`src/rtl/sonic_pcs_pkg.sv`:
```
// Shared 10GBASE-R PCS definitions: block geometry, sync header codes and lock states.
package sonic_pcs_pkg;

  localparam int BLOCK_W = 66;

  localparam logic [1:0] SH_DATA = 2'b10;
  localparam logic [1:0] SH_CTRL = 2'b01;

  typedef enum logic {
    HUNT   = 1'b0,
    LOCKED = 1'b1
  } lock_state_t;

  // Only the two transition patterns are legal headers; 00 and 11 mark misalignment.
  function automatic logic hdr_ok(input logic [1:0] sh);
    return (sh == SH_DATA) || (sh == SH_CTRL);
  endfunction

endpackage

```
`src/rtl/sonic_rx_block_sync_if.sv`:
```
// PMA-word input and aligned-block output bundle of one RX lane.
interface sonic_rx_block_sync_if #(
  parameter int DATA_W  = 40,
  parameter int BLOCK_W = 66
);
  logic               rx_ready;
  logic [DATA_W-1:0]  rx_parallel_data;
  logic [BLOCK_W-1:0] block_data;
  logic               block_valid;
  logic               block_lock;
  logic               slip;
  logic [15:0]        slip_count;

  modport master (
    output rx_ready, rx_parallel_data,
    input  block_data, block_valid, block_lock, slip, slip_count
  );

  modport slave (
    input  rx_ready, rx_parallel_data,
    output block_data, block_valid, block_lock, slip, slip_count
  );
endinterface

```
`src/rtl/sonic_gearbox_40_66.sv`:
```
// 40-to-66 bit gearbox with single-bit slip; bit 0 of every vector is the earliest wire bit.
module sonic_gearbox_40_66
  import sonic_pcs_pkg::*;
#(
  parameter int DATA_W = 40
) (
  input  logic               clk,
  input  logic               rst,
  input  logic               flush,
  input  logic [DATA_W-1:0]  din,
  input  logic               slip,
  output logic [BLOCK_W-1:0] block_data,
  output logic               block_valid
);

  localparam int BUF_W  = BLOCK_W - 1;
  localparam int COMB_W = BUF_W + DATA_W;
  localparam int CNT_W  = $clog2(COMB_W + 1);

  logic [BUF_W-1:0]   fill_reg, fill_next;
  logic [CNT_W-1:0]   cnt_reg, cnt_next;
  logic [BLOCK_W-1:0] data_reg;
  logic               valid_reg;
  logic [COMB_W-1:0]  comb, comb_s;
  logic [CNT_W-1:0]   tot;
  logic               emit;

  always_comb begin
    comb   = {{DATA_W{1'b0}}, fill_reg} | ({{BUF_W{1'b0}}, din} << cnt_reg);
    tot    = cnt_reg + CNT_W'(DATA_W);
    comb_s = comb;
    // Dropping the oldest buffered bit shifts every later block boundary by one.
    if (slip) begin
      comb_s = comb >> 1;
      tot    = tot - CNT_W'(1);
    end
    emit = (tot >= CNT_W'(BLOCK_W));
    if (emit) begin
      fill_next = {{(BUF_W - (DATA_W - 1)){1'b0}}, comb_s[COMB_W-1:BLOCK_W]};
      cnt_next  = tot - CNT_W'(BLOCK_W);
    end else begin
      fill_next = comb_s[BUF_W-1:0];
      cnt_next  = tot;
    end
  end

  always_ff @(posedge clk or posedge rst) begin
    if (rst) begin
      fill_reg  <= '0;
      cnt_reg   <= '0;
      data_reg  <= '0;
      valid_reg <= 1'b0;
    end else if (flush) begin
      fill_reg  <= '0;
      cnt_reg   <= '0;
      data_reg  <= '0;
      valid_reg <= 1'b0;
    end else begin
      fill_reg  <= fill_next;
      cnt_reg   <= cnt_next;
      valid_reg <= emit;
      if (emit) begin
        data_reg <= comb_s[BLOCK_W-1:0];
      end
    end
  end

  assign block_data  = data_reg;
  assign block_valid = valid_reg;

endmodule

```
`src/rtl/sonic_rx_block_sync.sv`:
```
// Per-lane RX block aligner: gearbox plus sync-header lock FSM that slips until aligned.
module sonic_rx_block_sync
  import sonic_pcs_pkg::*;
#(
  parameter int DATA_W     = 40,
  parameter int LOCK_CNT   = 64,
  parameter int BAD_SH_MAX = 16
) (
  input  logic                  rx_clkout,
  input  logic                  rx_clkout_reset,
  sonic_rx_block_sync_if.slave  bus
);

  localparam int SH_W  = $clog2(LOCK_CNT);
  localparam int BAD_W = $clog2(BAD_SH_MAX);

  lock_state_t        state_reg;
  logic [SH_W-1:0]    sh_cnt_reg;
  logic [BAD_W-1:0]   bad_cnt_reg;
  logic               lock_reg;
  logic [15:0]        slip_count_reg;

  logic [BLOCK_W-1:0] gb_data;
  logic               gb_valid;
  logic               hdr_good;
  logic               slip;
  logic               window_end;
  logic               bad_limit;

  sonic_gearbox_40_66 #(
    .DATA_W (DATA_W)
  ) u_gearbox (
    .clk         (rx_clkout),
    .rst         (rx_clkout_reset),
    .flush       (!bus.rx_ready),
    .din         (bus.rx_parallel_data),
    .slip        (slip),
    .block_data  (gb_data),
    .block_valid (gb_valid)
  );

  // Slip must act on the same edge that consumes the offending header.
  always_comb begin
    hdr_good   = hdr_ok(gb_data[1:0]);
    window_end = (sh_cnt_reg == SH_W'(LOCK_CNT - 1));
    bad_limit  = (bad_cnt_reg == BAD_W'(BAD_SH_MAX - 1));
    slip       = bus.rx_ready && gb_valid && !hdr_good &&
                 ((state_reg == HUNT) || bad_limit);
  end

  always_ff @(posedge rx_clkout or posedge rx_clkout_reset) begin
    if (rx_clkout_reset) begin
      state_reg      <= HUNT;
      sh_cnt_reg     <= '0;
      bad_cnt_reg    <= '0;
      lock_reg       <= 1'b0;
      slip_count_reg <= '0;
    end else begin
      if (slip) begin
        slip_count_reg <= slip_count_reg + 16'd1;
      end
      if (!bus.rx_ready) begin
        state_reg   <= HUNT;
        sh_cnt_reg  <= '0;
        bad_cnt_reg <= '0;
        lock_reg    <= 1'b0;
      end else if (gb_valid) begin
        case (state_reg)
          HUNT: begin
            if (!hdr_good) begin
              sh_cnt_reg  <= '0;
              bad_cnt_reg <= '0;
            end else if (window_end) begin
              state_reg   <= LOCKED;
              lock_reg    <= 1'b1;
              sh_cnt_reg  <= '0;
              bad_cnt_reg <= '0;
            end else begin
              sh_cnt_reg <= sh_cnt_reg + SH_W'(1);
            end
          end
          LOCKED: begin
            // A bad header that hits the limit wins over a completing window.
            if (!hdr_good && bad_limit) begin
              state_reg   <= HUNT;
              lock_reg    <= 1'b0;
              sh_cnt_reg  <= '0;
              bad_cnt_reg <= '0;
            end else if (window_end) begin
              sh_cnt_reg  <= '0;
              bad_cnt_reg <= '0;
            end else begin
              sh_cnt_reg <= sh_cnt_reg + SH_W'(1);
              if (!hdr_good) begin
                bad_cnt_reg <= bad_cnt_reg + BAD_W'(1);
              end
            end
          end
          default: begin
            state_reg <= HUNT;
            lock_reg  <= 1'b0;
          end
        endcase
      end
    end
  end

  assign bus.block_data  = gb_data;
  assign bus.block_valid = gb_valid;
  assign bus.block_lock  = lock_reg;
  assign bus.slip        = slip;
  assign bus.slip_count  = slip_count_reg;

endmodule

```
`src/flat_wrapper.sv`:
```
// flat-port wrapper written by rule: the top's interface ports become plain ports
module sonic_rx_block_sync_flat import sonic_pcs_pkg::*;
#(
  parameter int DATA_W     = 40,
  parameter int LOCK_CNT   = 64,
  parameter int BAD_SH_MAX = 16
)
  (rx_clkout, rx_clkout_reset, bus_rx_ready, bus_rx_parallel_data, bus_block_data, bus_block_valid, bus_block_lock, bus_slip, bus_slip_count);
  sonic_rx_block_sync_if #(.DATA_W(DATA_W), .BLOCK_W(66)) bus_i ();
  input  logic rx_clkout;
  input  logic rx_clkout_reset;
  input wire logic [$bits(bus_i.rx_ready)-1:0] bus_rx_ready;
  input wire logic [$bits(bus_i.rx_parallel_data)-1:0] bus_rx_parallel_data;
  output wire logic [$bits(bus_i.block_data)-1:0] bus_block_data;
  output wire logic [$bits(bus_i.block_valid)-1:0] bus_block_valid;
  output wire logic [$bits(bus_i.block_lock)-1:0] bus_block_lock;
  output wire logic [$bits(bus_i.slip)-1:0] bus_slip;
  output wire logic [$bits(bus_i.slip_count)-1:0] bus_slip_count;
  assign bus_i.rx_ready = bus_rx_ready;
  assign bus_i.rx_parallel_data = bus_rx_parallel_data;
  assign bus_block_data = bus_i.block_data;
  assign bus_block_valid = bus_i.block_valid;
  assign bus_block_lock = bus_i.block_lock;
  assign bus_slip = bus_i.slip;
  assign bus_slip_count = bus_i.slip_count;
  sonic_rx_block_sync #(.DATA_W(DATA_W), .LOCK_CNT(LOCK_CNT), .BAD_SH_MAX(BAD_SH_MAX)) u_core (.rx_clkout(rx_clkout), .rx_clkout_reset(rx_clkout_reset), .bus(bus_i));
endmodule
```
`config.mk`:
```
export PLATFORM = sky130hd
export DESIGN_NAME = sonic_rx_block_sync_flat
export DESIGN_NICKNAME = d
export VERILOG_FILES = /design/src/rtl/sonic_pcs_pkg.sv /design/src/rtl/sonic_rx_block_sync_if.sv /design/src/rtl/sonic_gearbox_40_66.sv /design/src/rtl/sonic_rx_block_sync.sv /design/src/flat_wrapper.sv
export SDC_FILE = /design/constraint.sdc
export NUM_CORES = 1
export LEC_CHECK = 0
export BUFFER_PORTS_ARGS = -buffer_cell sky130_fd_sc_hd__buf_2
export CAP_MARGIN = 20
export CORE_ASPECT_RATIO = 1.1
export CORE_MARGIN = 2
export CORE_UTILIZATION = 61
export DETAILED_ROUTE_END_ITERATION = 7
export PLACE_DENSITY = 0.93
export SLEW_MARGIN = 10
export SYNTH_ARGS = -nofsm -noshare
export SYNTH_HDL_FRONTEND = slang
export SYNTH_SLANG_ARGS = --single-unit
```
`constraint.sdc`:
```
create_clock -name rx_clkout -period 5.9 [get_ports rx_clkout]
set_input_delay 0.295 -clock rx_clkout [delete_from_list [all_inputs] [get_ports rx_clkout]]
set_output_delay 0.295 -clock rx_clkout [all_outputs]
set_load 0.02 [all_outputs]
```
* Word-level counts from Yosys, hierarchy flattened
Index checks and enable logic that the tools add are counted.
Widths: inputs -> output; s select.
** Word-level totals
- Bits in registers :: 167
- Input port bits :: 43
- Output and inout port bits :: 85
- Logic and storage cells :: 74
** Operators by class
- Add/sub/neg operators :: 6
- Order comparisons :: 1
- Eq/ne operators :: 11
- Shift-type cells :: 1
- Multiplexer cells :: 35
- Bitwise gates (word level) :: 2
- Reduce and logical (&&, ||, !) cells :: 9
** Operators by type and width (count)
- $mux 66 :: 2
- $mux 65 :: 2
- $mux 105 :: 1
- $or 65x105->105 :: 1
- $shl 40x7->105 :: 1
- $mux 6 :: 5
- $mux 4 :: 7
- $mux 7 :: 3
- $add 16x1->16 const B :: 1
- $pmux 6 s2 :: 1
- $mux 1 :: 11
- $pmux 4 s2 :: 1
- $add 7x6->7 const B :: 1
- $ge 7x7->1 const B :: 1
- $sub 7x1->7 const B :: 1
- $sub 7x7->7 const B :: 1
- $add 6x1->6 const B :: 1
- $eq 6x6->1 const B :: 1
- $ne 3x2->1 const B :: 2
- $ne 5x5->1 const B :: 1
- $add 4x1->4 const B :: 1
- $eq 4x4->1 const B :: 1
- $logic_and 1x1->1 :: 4
- $ne 2x1->1 const B :: 2
- 10 further kinds :: 12

* Logic depth before layout (Yosys ltp)
- Depth after elaboration :: 9
- Mapped depth :: 16
- Depth with buffers taken out :: 12

* Cells and area by module
A second synthesis with hierarchy kept.
** Second synthesis, totals
- Cell total of the unflattened synthesis :: 1373
- Area, all modules :: 12715.9 um^2
** Modules (own cells, without submodules)
- sonic_gearbox_40_66 :: times used 1, cells each 1229, area each 11237.0 um^2, seq. area each 3478.3 um^2
- sonic_rx_block_sync :: times used 1, cells each 144, area each 1478.9 um^2, seq. area each 700.7 um^2

* Least setup slack after synthesis
No wires, ideal clock.
- Path kind :: reg2reg
- Start :: register u_core.u_gearbox.cnt_reg[0]
- End :: register u_core.u_gearbox.fill_reg[12]
- Library setup time :: 78 ps
- Arrival time :: 3199 ps
- Required time :: 5822 ps
- Path slack :: 2623 ps
- Cell stages (with the launch flop) :: 16
- Buffers on the path :: 6
- Clock period less this slack :: 3277 ps
- Cells stage by stage :: dfrtp_1 -> buf_4 -> inv_2 -> buf_2 -> buf_2 -> ha_1 -> o21ba_2 -> a2111oi_0 -> a2bb2oi_1 -> o211ai_2 -> o2bb2ai_1 -> buf_2 -> buf_4 -> buf_2 -> nand2_1 -> a21oi_1
** Between the ends
- Longest elaborated chain between the ends :: 6
- Elaborated cells between the ends (all ways) :: 9
- Those cells by class :: add/sub (2); order compare (1); shift (1); mux (4); bitwise (1)
** Ends and longest elaborated chain
- from (decl) :: RTL line sonic_gearbox_40_66.sv:21 : logic [CNT_W-1:0] cnt_reg, cnt_next;
- from (signal assigned) :: RTL line sonic_gearbox_40_66.sv:60 : cnt_reg <= cnt_next;
- $add 7x6->7 :: RTL line sonic_gearbox_40_66.sv:30 : tot = cnt_reg + CNT_W'(DATA_W);
- $sub 7x1->7 :: RTL line sonic_gearbox_40_66.sv:35 : tot = tot - CNT_W'(1);
- $mux 7 :: RTL line sonic_gearbox_40_66.sv:33 : if (slip) begin
- $ge 7x7->1 :: RTL line sonic_gearbox_40_66.sv:37 : emit = (tot >= CNT_W'(BLOCK_W));
- $mux 65 (*) :: RTL line sonic_gearbox_40_66.sv:38 : if (emit) begin
- $mux 65 (*) :: RTL line sonic_gearbox_40_66.sv:53 : end else if (flush) begin
- to (signal assigned) :: RTL line sonic_gearbox_40_66.sv:59 : fill_reg <= fill_next;
- to (decl) :: RTL line sonic_gearbox_40_66.sv:20 : logic [BUF_W-1:0] fill_reg, fill_next;
Mark *: on every way between the ends. The rest lies on a longest branch, timed or not.
A chain may end at the register's enable or synchronous reset.

* Final worst setup path
- Start :: register u_core.u_gearbox.cnt_reg[1]
- End :: register u_core.u_gearbox.data_reg[53], in the netlist u_core.u_gearbox.block_data[53]
** Between the ends
- Longest elaborated chain between the ends :: 5
- Elaborated cells between the ends (all ways) :: 10
- Those cells by class :: add/sub (2); order compare (1); eq/ne (1); shift (1); mux (4); bitwise (1)
** Ends and longest elaborated chain
- $add 7x6->7 or $shl 40x7->105 (tied branches) :: RTL line sonic_gearbox_40_66.sv:30, sonic_gearbox_40_66.sv:29
- $sub 7x1->7 or $or 65x105->105 (tied branches) :: RTL line sonic_gearbox_40_66.sv:35, sonic_gearbox_40_66.sv:29
- $mux 7 or $mux 105 (tied branches) :: RTL line sonic_gearbox_40_66.sv:33
- $ge 7x7->1 or $mux 66 (tied branches) :: RTL line sonic_gearbox_40_66.sv:37, sonic_gearbox_40_66.sv:62
- $ne 2x1->1 (no line) or $mux 66 (tied branches)
- to (signal assigned) :: RTL line sonic_gearbox_40_66.sv:63 : data_reg <= comb_s[BLOCK_W-1:0];
- to (decl) :: RTL line sonic_gearbox_40_66.sv:22 : logic [BLOCK_W-1:0] data_reg;
Several ways; a longest one is shown, not always the timed one. The select of a mux whose other input is x is not followed.

==> qor.txt <==
Layout Skew: 0.01572 ns
Via Count: 13703
Pin slew with the least headroom to its limit: 1.427 ns
Core Box Area: 21160 µm²
Vias in the first global route: 13028
First-pass GRT wire length: 79720 µm
Slew Viols, Final: 0
CTS tree: done
CP max-delay cell: a222oi_1
Final hold violations: 0
Initial Util: 61.58%
Gpl congestion: 1.117
EDFF count, synth: 0
Setup TNS: 0 ns
Pwr Density: 627.9 nW/µm²
Layout cell share with drive strength beyond 1: 21.37%
Total gr overflow: 0
Met3 wire length: 6628 µm
Longest Clk Path Bufs: 2
Startpoint Class: flip-flop
Clock Latency Late Sink: 0.45 ns
Min Tclk post-route: 4.381 ns
RSZ-0062 raised after global routing: no
Critical Path End Type: flip-flop
Hold_buf cts: 0
Syn Nets: 1508
Post-DRT Antenna Nets: 0
Routed len/inst: 29.55 µm
Number of buffers created by CTS: 17
Die Ht: 157.3 µm
Hold crit path type: in -> async
Largest net degree at the start of global routing: 95
Top FF cell, synth: dfrtp_1
Initial antenna violation count: 1
Nets@finish: 1558
Synth unique cells: 91
Gate Count Post-Synth: 1458
Area growth syn-to-layout: 10.18%
Failing checks: DRC
Family with the most delay on the worst path: compound AO/OA/AOI/OAI gates
Share of the core filled with cells: 67.85%
Setup violators final: 0
Dpl hpwl: 37680 µm
Max reg flops: 66
Tcrit/Tclk final: 74.26%
Quantity of gates resized following cts: 0
Crit Path Class: reg -> reg
Rel. slew slack: 4.843%
Syn avg cell area: 8.938 µm²
Status: finished with violations
Full die area: 22550 µm²
CTS root buffer: clkbuf_16
Clock-pin slew on the worst setup and hold paths: 0.08 ns
Worst path arrival time: 4.70 ns
Total clock sinks: 167
DRT Pass-1 Iters: 8
P_leak: 6.162 nW
Initial DRC count: 2266
Die X: 143.4 µm
Num rows: 56
Critical path peak fanout: 50
# IOs: 128
Max Freq: 228.3 MHz
Seq/Total Area, Yosys: 32.07%
Multi-input gate area: 8214 µm²
Buffer count from post-CTS setup fixing: 0
Drt via density: 7.567
DR top layer: met5
Fillers: 1691
Met2 routed WL: 23690 µm
Number of synthesized register bits: 167
CP max stage delay: 1.20 ns
Yosys warns: 0
Data required, critical path: 6.22 ns
Syn Std Cell Area: 13030 µm²
Drt drc: 5
Async SR Flop Fraction: 100.0%
Metal1 wirelength: 18250 µm
Routed WL: 53510 µm
CP Cell Sequence: buf_4 -> mux4_2 -> mux2_2 -> a222oi_1 -> nand2_1 -> a31o_1 -> o22ai_2 -> o2bb2ai_1
H-tree depth: 4
GRT Total Usage: 47.67%
# diodes: 0
Reg area: 4185 µm²
Max Cap Viol: 0
Max VDD drop: 310.2 µV
IO Port Bufs: 127
CP Buf/Inv Count: 1
cell usage in the layout (no fill, tap or decap), drive strengths merged, types with 21 or more instances in the layout:
cell	count
a211oi	26
mux2	32
nand2b	25
mux2i	52
nor2	141
buf	165
o21ai	78
nand3	58
a22oi	26
o211ai	24
mux4	60
a21oi	99
nor3	24
o22ai	23
nand2	160
and2	21
dfrtp	167
path summary, 6_finish.rpt:
check	start	to	slack [ns]	cells past startpoint
max	u_core.u_gearbox.cnt_reg[1]$_DFF_PP0_	u_core.u_gearbox.block_data[53]$_DFFE_PP0P_	1.52	8
min reg2reg	u_core.bus.slip_count[15]$_DFFE_PP0P_	u_core.bus.slip_count[15]$_DFFE_PP0P_	0.47	1
max in group asynchronous	rx_clkout_reset	u_core.u_gearbox.fill_reg[60]$_DFF_PP0_	4.35	3
max reg2reg	u_core.u_gearbox.cnt_reg[1]$_DFF_PP0_	u_core.u_gearbox.block_data[53]$_DFFE_PP0P_	1.52	8
min	rx_clkout_reset	u_core.bus.slip_count[9]$_DFFE_PP0P_	0.02	2
min in group rx_clkout	bus_rx_ready	u_core.bus.block_lock$_DFFE_PP0P_	0.46	4
power breakdown:
group | internal, mW | total (mW) | switching [mW] | leakage, nW
logic | 2.03 | 5.99 | 3.96 | 3.64
clock network | 0.574 | 1.17 | 0.595 | 0.290
registers | 1.54 | 1.86 | 0.324 | 2.23
total | 4.14 | 9.02 | 4.88 | 6.16
routing by layer:
layer	up-vias	GRT usage [%]
li1	5661	-
met1	6562	56.78
met2	1121	72.41
met3	357	14.72
met4	2	35.90
met5	-	0
synthesized netlist by cell type (21+ instances only):
library cell    n  share of area [%]
dfrtp_1       167                 32
nand2_1       159                4.6
nor2_1        141                4.1
a21oi_1        99                3.8
clkbuf_1       74                2.1
mux4_2         60                 10
nand3_1        57                2.2
o21ai_0        53                2.0
mux2i_1        51                3.9
buf_2          38                1.5
mux2_2         28                2.4
a22oi_1        26                1.5
a211oi_1       25                1.4
nand2b_1       25                1.2
nor3_1         24               0.92
o21ai_1        24               0.92
o211ai_1       22                1.3
o22ai_1        22                1.1
and2_1         21                1.0
worst reg2reg max path: cells and delay by family, from the launching register on:
kind / cells / cell delay (ns)
compound gates: 4 / 1.80
buf+inv: 1 / 0.50
mux: 2 / 0.92
simple gates: 1 / 0.13
flops: 1 / 0.93
stage by stage:
| stage | instances | power [mW] | worst slack (ns) | hold slack, ns | area [µm²] |
|---|---|---|---|---|---|
| global placement | 1778 | 7.444 | 1.817 | 0.4547 | 13750 |
| global route | 1811 | 9.313 | 1.355 | 0.1052 | 14360 |
| CTS | 1810 | 8.708 | 1.697 | 0.07788 | 14350 |
| floorplan | 1458 | 5.710 | 1.087 | 0.4603 | 13030 |
| detailed placement | 1778 | 7.538 | 1.706 | 0.4606 | 13750 |
| finish | 1811 | 9.016 | 1.519 | 0.02407 | 14360 |
cells by family after synthesis:
logic type | after synthesis | synth area share, %
fa+ha+maj | 7 | 0.6721
buf+inv | 151 | 5.175
xor+xnor | 21 | 1.469
simple gates | 487 | 17.05
compound gates | 481 | 26.35
mux | 144 | 17.22
flops | 167 | 32.07
layout make-up:
| class | instances | share of cell area [%] |
|---|---|---|
| Tap cell | 290 | 2.527 |
| Sequential cell | 167 | 29.15 |
| Inverter | 16 | 0.4619 |
| Clock buffer | 17 | 2.963 |
| Clock inverter | 15 | 1.237 |
| Timing Repair Buffer | 166 | 6.449 |
| Multi-Input combinational cell | 1140 | 57.21 |
Note: power is estimated with default switching activity, not from simulation.
